## src/rtl/mon_frame_pkg.sv

```systemverilog
// Shared types and constants for the monitor register-frame builder.
// Word layout: [26] type (1 = RdReg, 0 = AutoRead), [25:16] address, [15:0] value.
package mon_frame_pkg;

   localparam int WORD_W   = 27;
   localparam int TYPE_POS = 26;
   localparam int SLOT_W   = 26;
   localparam int FRAME_W  = 64;

   localparam logic [3:0] FRAME_STATUS = 4'h0;

   typedef enum logic [2:0] {
      IDLE,
      GAP_A,
      WAIT_B,
      GAP_B,
      SEND
   } state_t;

   // Header naming: first letter slot A, second slot B; A = AutoRead, R = RdReg.
   localparam logic [7:0] HDR_AA = 8'hB4;
   localparam logic [7:0] HDR_AR = 8'h55;
   localparam logic [7:0] HDR_RA = 8'h99;
   localparam logic [7:0] HDR_RR = 8'hD2;

   localparam logic [WORD_W-1:0] FILLER_WORD = {1'b0, 10'h3FF, 16'h0000};

   function automatic logic [7:0] frame_header(input logic type_a, input logic type_b);
      logic [7:0] hdr;
      case ({type_a, type_b})
         2'b00:   hdr = HDR_AA;
         2'b01:   hdr = HDR_AR;
         2'b10:   hdr = HDR_RA;
         default: hdr = HDR_RR;
      endcase
      return hdr;
   endfunction

   function automatic logic [FRAME_W-1:0] pack_frame(input logic [WORD_W-1:0] word_a,
                                                     input logic [WORD_W-1:0] word_b);
      return {frame_header(word_a[TYPE_POS], word_b[TYPE_POS]), FRAME_STATUS,
              word_a[SLOT_W-1:0], word_b[SLOT_W-1:0]};
   endfunction

endpackage

```

## src/rtl/mon_frame_builder.sv

```systemverilog
// Drains the EOC monitor FIFO and packs word pairs into 64-bit register frames,
// padding a lone word with a filler slot after PadTimeout cycles.
module mon_frame_builder
   import mon_frame_pkg::*;
#(
   parameter int DataWidth  = 27,
   parameter int PadTimeout = 16
) (
   input  logic                 clk,
   input  logic                 reset,
   input  logic [DataWidth-1:0] MonData,
   input  logic                 MonEmpty,
   output logic                 MonRead,
   output logic [63:0]          FrameData,
   output logic                 FrameValid,
   input  logic                 FrameReady,
   output logic [15:0]          FrameCnt,
   output logic [7:0]           PadCnt
);

   localparam logic [7:0] PAD_LAST = 8'(PadTimeout - 1);

   state_t              state;
   state_t              state_nxt;
   logic [7:0]          timer;
   logic [WORD_W-1:0]   word_a;
   logic [WORD_W-1:0]   word_b;
   logic [FRAME_W-1:0]  frame_data;
   logic [15:0]         frame_cnt;
   logic [7:0]          pad_cnt;

   logic pop;
   logic capture_a;
   logic capture_b;
   logic pad;
   logic timer_clr;
   logic timer_inc;
   logic load_frame;
   logic accept;

   // GAP states exist so MonEmpty is never looked at in the cycle after a pop,
   // when the FIFO's registered Empty still reflects the pre-pop count.
   always_comb begin
      state_nxt  = state;
      pop        = 1'b0;
      capture_a  = 1'b0;
      capture_b  = 1'b0;
      pad        = 1'b0;
      timer_clr  = 1'b0;
      timer_inc  = 1'b0;
      load_frame = 1'b0;
      accept     = 1'b0;
      case (state)
         IDLE: begin
            if (!MonEmpty) begin
               pop       = 1'b1;
               capture_a = 1'b1;
               state_nxt = GAP_A;
            end
         end
         GAP_A: begin
            timer_clr = 1'b1;
            state_nxt = WAIT_B;
         end
         WAIT_B: begin
            // A real word on the timeout cycle takes priority over padding.
            if (!MonEmpty) begin
               pop       = 1'b1;
               capture_b = 1'b1;
               state_nxt = GAP_B;
            end else if (timer == PAD_LAST) begin
               pad       = 1'b1;
               state_nxt = SEND;
            end else begin
               timer_inc = 1'b1;
            end
         end
         GAP_B: begin
            load_frame = 1'b1;
            state_nxt  = SEND;
         end
         SEND: begin
            if (FrameReady) begin
               accept    = 1'b1;
               state_nxt = IDLE;
            end
         end
         default: state_nxt = IDLE;
      endcase
   end

   always_ff @(posedge clk) begin
      if (reset) begin
         state      <= IDLE;
         timer      <= '0;
         frame_data <= '0;
         frame_cnt  <= '0;
         pad_cnt    <= '0;
      end else begin
         state <= state_nxt;
         if (timer_clr) begin
            timer <= '0;
         end else if (timer_inc) begin
            timer <= timer + 8'd1;
         end
         if (load_frame || pad) begin
            frame_data <= pack_frame(word_a, pad ? FILLER_WORD : word_b);
         end
         if (accept) begin
            frame_cnt <= frame_cnt + 16'd1;
         end
         if (pad && (pad_cnt != 8'hFF)) begin
            pad_cnt <= pad_cnt + 8'd1;
         end
      end
   end

   // Captured words need no reset: a frame is only built after fresh captures.
   always_ff @(posedge clk) begin
      if (capture_a) begin
         word_a <= MonData[WORD_W-1:0];
      end
      if (capture_b) begin
         word_b <= MonData[WORD_W-1:0];
      end else if (pad) begin
         word_b <= FILLER_WORD;
      end
   end

   assign MonRead    = pop & ~reset;
   assign FrameValid = (state == SEND);
   assign FrameData  = frame_data;
   assign FrameCnt   = frame_cnt;
   assign PadCnt     = pad_cnt;

endmodule
```

## config.mk

```make
export PLATFORM = sky130hd
export DESIGN_NAME = mon_frame_builder
export DESIGN_NICKNAME = d
export VERILOG_FILES = /design/src/rtl/mon_frame_pkg.sv /design/src/rtl/mon_frame_builder.sv
export SDC_FILE = /design/constraint.sdc
export NUM_CORES = 1
export LEC_CHECK = 0
export CORE_ASPECT_RATIO = 1.1
export CORE_MARGIN = 2
export CORE_UTILIZATION = 35
export CTS_CLUSTER_SIZE = 20
export DETAILED_ROUTE_END_ITERATION = 12
export HOLD_SLACK_MARGIN = 0.1
export PLACE_DENSITY = 0.57
export SYNTH_ARGS = -nofsm -noshare
export SYNTH_HDL_FRONTEND = slang
export SYNTH_SLANG_ARGS = --single-unit
```

## constraint.sdc

```tcl
create_clock -name clk -period 11.4 [get_ports clk]
set_clock_uncertainty 0.05 [all_clocks]
set_input_delay 1.71 -clock clk [delete_from_list [all_inputs] [get_ports clk]]
set_output_delay 1.71 -clock clk [all_outputs]
set_load 0.02 [all_outputs]
```

==> results.cfg <==
[timing]
holdWs_ns = 0.401
tns_ns = 0
worstMarginPinSlew_ns = 1.00
finalCritPeriodShare_pct = 44.5
hold_viol_final = 0
relSlewSlack_pct = 33.3
layout_min_cycle_time_ns = 5.07
timing.fmax_ghz = 0.197
setup_viol = 0
slew_viol_final = 0
rsz0062_at_grt = no

[detailed_routing]
wirelength_microns = 13600
vias_per_cell = 4.98
avgRoutedWirePerCell_microns = 15.6
vias = 4343
drc = 0
drt-initial-drc-count = 303
ant_nets = 0
drt_first_pass_iters = 4

[clock_network]
cts-root-buf = clkbuf_16
cts_buffer_depth = 2
post_cts_resized = 0
postCtsHoldBufs = 0
cts.clk_slew.worst_paths_ns = 0.06
htreeDepth = 4
cts_tree = done
cts_buffers = 17
insertion_delay_ns = 0.42
postCtsSetupRepairBufs = 0
clock-sinks = 149

[worst_setup_path]
worstReg2RegStart = timer[4]$_SDFFE_PP0P_
cp_cell_sequence = clkdlybuf4s50_1, nor4_1, clkdlybuf4s50_1
slowest_stage = clkdlybuf4s50_1
r2r_end = FrameData[58]$_SDFFE_PP0P_
end_kind = output port
critPathLaunch = MonEmpty
rrSetupSlack_ns = 9.02
slowest_delay_ns = 0.68
rr_worst_depth = 9
crit_type = in -> out
cpMostUsedCell = clkdlybuf4s50_1
start_kind = input port
worstPathRequired_ns = 9.64
path_max_fanout = 6
endpoint = MonRead
arrival_ns = 3.31

[place]
io_buffers = 116
globalplace.congestion = 0.796
dp_hpwl_microns = 8740
placed_cells = 840

[synthesis]
synth_fa_ha_area_share_pct = 1.14
synthCells = 562
synth-edff-count = 27
synthXorXnorAreaFrac_pct = 2.40
ys_async_sr_fraction_pct = 0
synth_warnings = 0
synthSimpleGateAreaFrac_pct = 18.7
synth-seq-cells = 149
synth_mux_area_share_pct = 0.571
ys_types = 46
synth_compound_area_share_pct = 13.9
synth_top_family_by_area = simple AND/OR/NAND/NOR gates
seq_area_frac_synth_pct = 59.4
syn_area_per_cell_sq_um = 9.75
syn_area_sq_mm = 0.00548
synthFlopType = dfxtp_1

[pwr]
ir_worst_vdd_mv = 0.0915
p_leak_nw = 2.48
power.density_mw_per_mm2 = 168
fin_total_pwr_mw = 1.24

[final_layout]
layout_commonest_cell = nand2_1
n_antenna_cell = 0
fillers = 1426
final_cell_mix = nand2_1, dfxtp_1, clkdlybuf4s50_1
syn_to_final_growth_pct = 34.1
nets = 699
drive_above_1_share_pct = 7.25
fin_cells = 872

[global_route]
grt_remaining_overflow = 0
grt_pass1_wl_microns = 22000
grt_usage_pct = 17.1
antenna_found_initial = 0
grt_pass1_vias = 4395
grt_max_degree = 73

[floorplanning]
fp.dieH_microns = 135
dieArea_sq_mm = 0.0167
core_area_sq_mm = 0.0152
initial_core_util_pct = 36.1
die_w_microns = 123
rows = 47
ios = 121

[hold_path]
worstHoldPathType = reg -> reg

[job]
max-cap-violations = 0

[run_status]
status = finished, final reports clean
metal layers:
layer	track usage [%]	wire, microns	vias up
li1	-	-	2160
met5	0	0	-
met3	6.23	816	25
met1	21.5	6260	2048
met4	6.63	341	0
met2	26.8	6220	110
worst min-delay path by stage:
stage                               start                         end  cells after the start
2_1_floorplan           word_b[0]$_DFF_P_   FrameData[0]$_SDFFE_PP0P_                      2
3_3_place_gp   FrameData[35]$_SDFFE_PP0P_  FrameData[35]$_SDFFE_PP0P_                      2
3_5_place_dp   FrameData[27]$_SDFFE_PP0P_  FrameData[27]$_SDFFE_PP0P_                      2
4_1_cts        FrameData[27]$_SDFFE_PP0P_  FrameData[27]$_SDFFE_PP0P_                      2
5_1_grt        FrameData[27]$_SDFFE_PP0P_  FrameData[27]$_SDFFE_PP0P_                      2
6_report       FrameData[27]$_SDFFE_PP0P_  FrameData[27]$_SDFFE_PP0P_                      2
sequential cells by signal, summed over array words and instances, names as in the netlist:
name,cells
PadCnt,8
FrameCnt,16
timer,8
word_b,27
FrameData,60
state,3
word_a,27
area by class of cell:
cell class	count	area, sq um	area share (%)
clock buffer	17	425	5.79
clock inverter	15	155	2.11
inverter	7	26.3	0.358
multi-input combinational	367	2050	27.9
timing repair buffer	121	1190	16.2
sequential	149	3250	44.3
tap	196	245	3.34
critical path: cells and delay by family:
kind | cells | cell delay [ns]
buffers and inverters | 2 | 1.21
and+or+nand+nor | 1 | 0.38
cell usage after synthesis (all sizes together) (2+ instances only):
cell     instances  area [sq um]
nor4             9          62.6
or2              3          18.8
clkbuf          33           124
and4bb           2          25.0
nand2          125           469
or3              4          25.0
dfxtp          122          2440
and3             3          18.8
o31ai            7          52.6
edfxtp          27           811
buf              9          60.1
a22o            16           140
and2             3          18.8
a21oi           64           320
inv              7          26.3
nor3             4          20.0
o22a            10          87.6
mux2i            2          20.0
nand2b           3          18.8
nand4            9          56.3
nand4bb          2          22.5
o21ai            5          25.0
nand3           14          70.1
a31oi           11          68.8
a211oi           4          30.0
xor2             6          52.6
nor2            24          90.1
xnor2            9          78.8
or4              8          60.1
nand3b           2          15.0
ha               5          62.6
through the flow:
stage	utilization, %	area, sq um	worst slack, ns
finish	48.4	7350	6.33
CTS	48.4	7350	6.32
global placement	44.6	6770	6.34
floorplan	-	5490	6.56
global route	48.4	7350	6.26
detailed placement	44.6	6770	6.32
cells by family (layout without fill, tap and decap cells):
group	count (synthesis)	after routing
AO/OA/AOI/OAI	121	121
XOR/XNOR	15	15
adder cells (fa/ha/maj)	5	5
buffers and inverters	49	160
flip-flops	149	149
multiplexers	3	3
other	1	4
AND/OR/NAND/NOR	219	219
where the power goes:
group / switching, mW / internal [mW]
Clock: 0.224 / 0.323
Combinational: 0.0401 / 0.0437
Sequential: 0.0243 / 0.582
Total: 0.289 / 0.949
(Power assumes the default switching activity.)
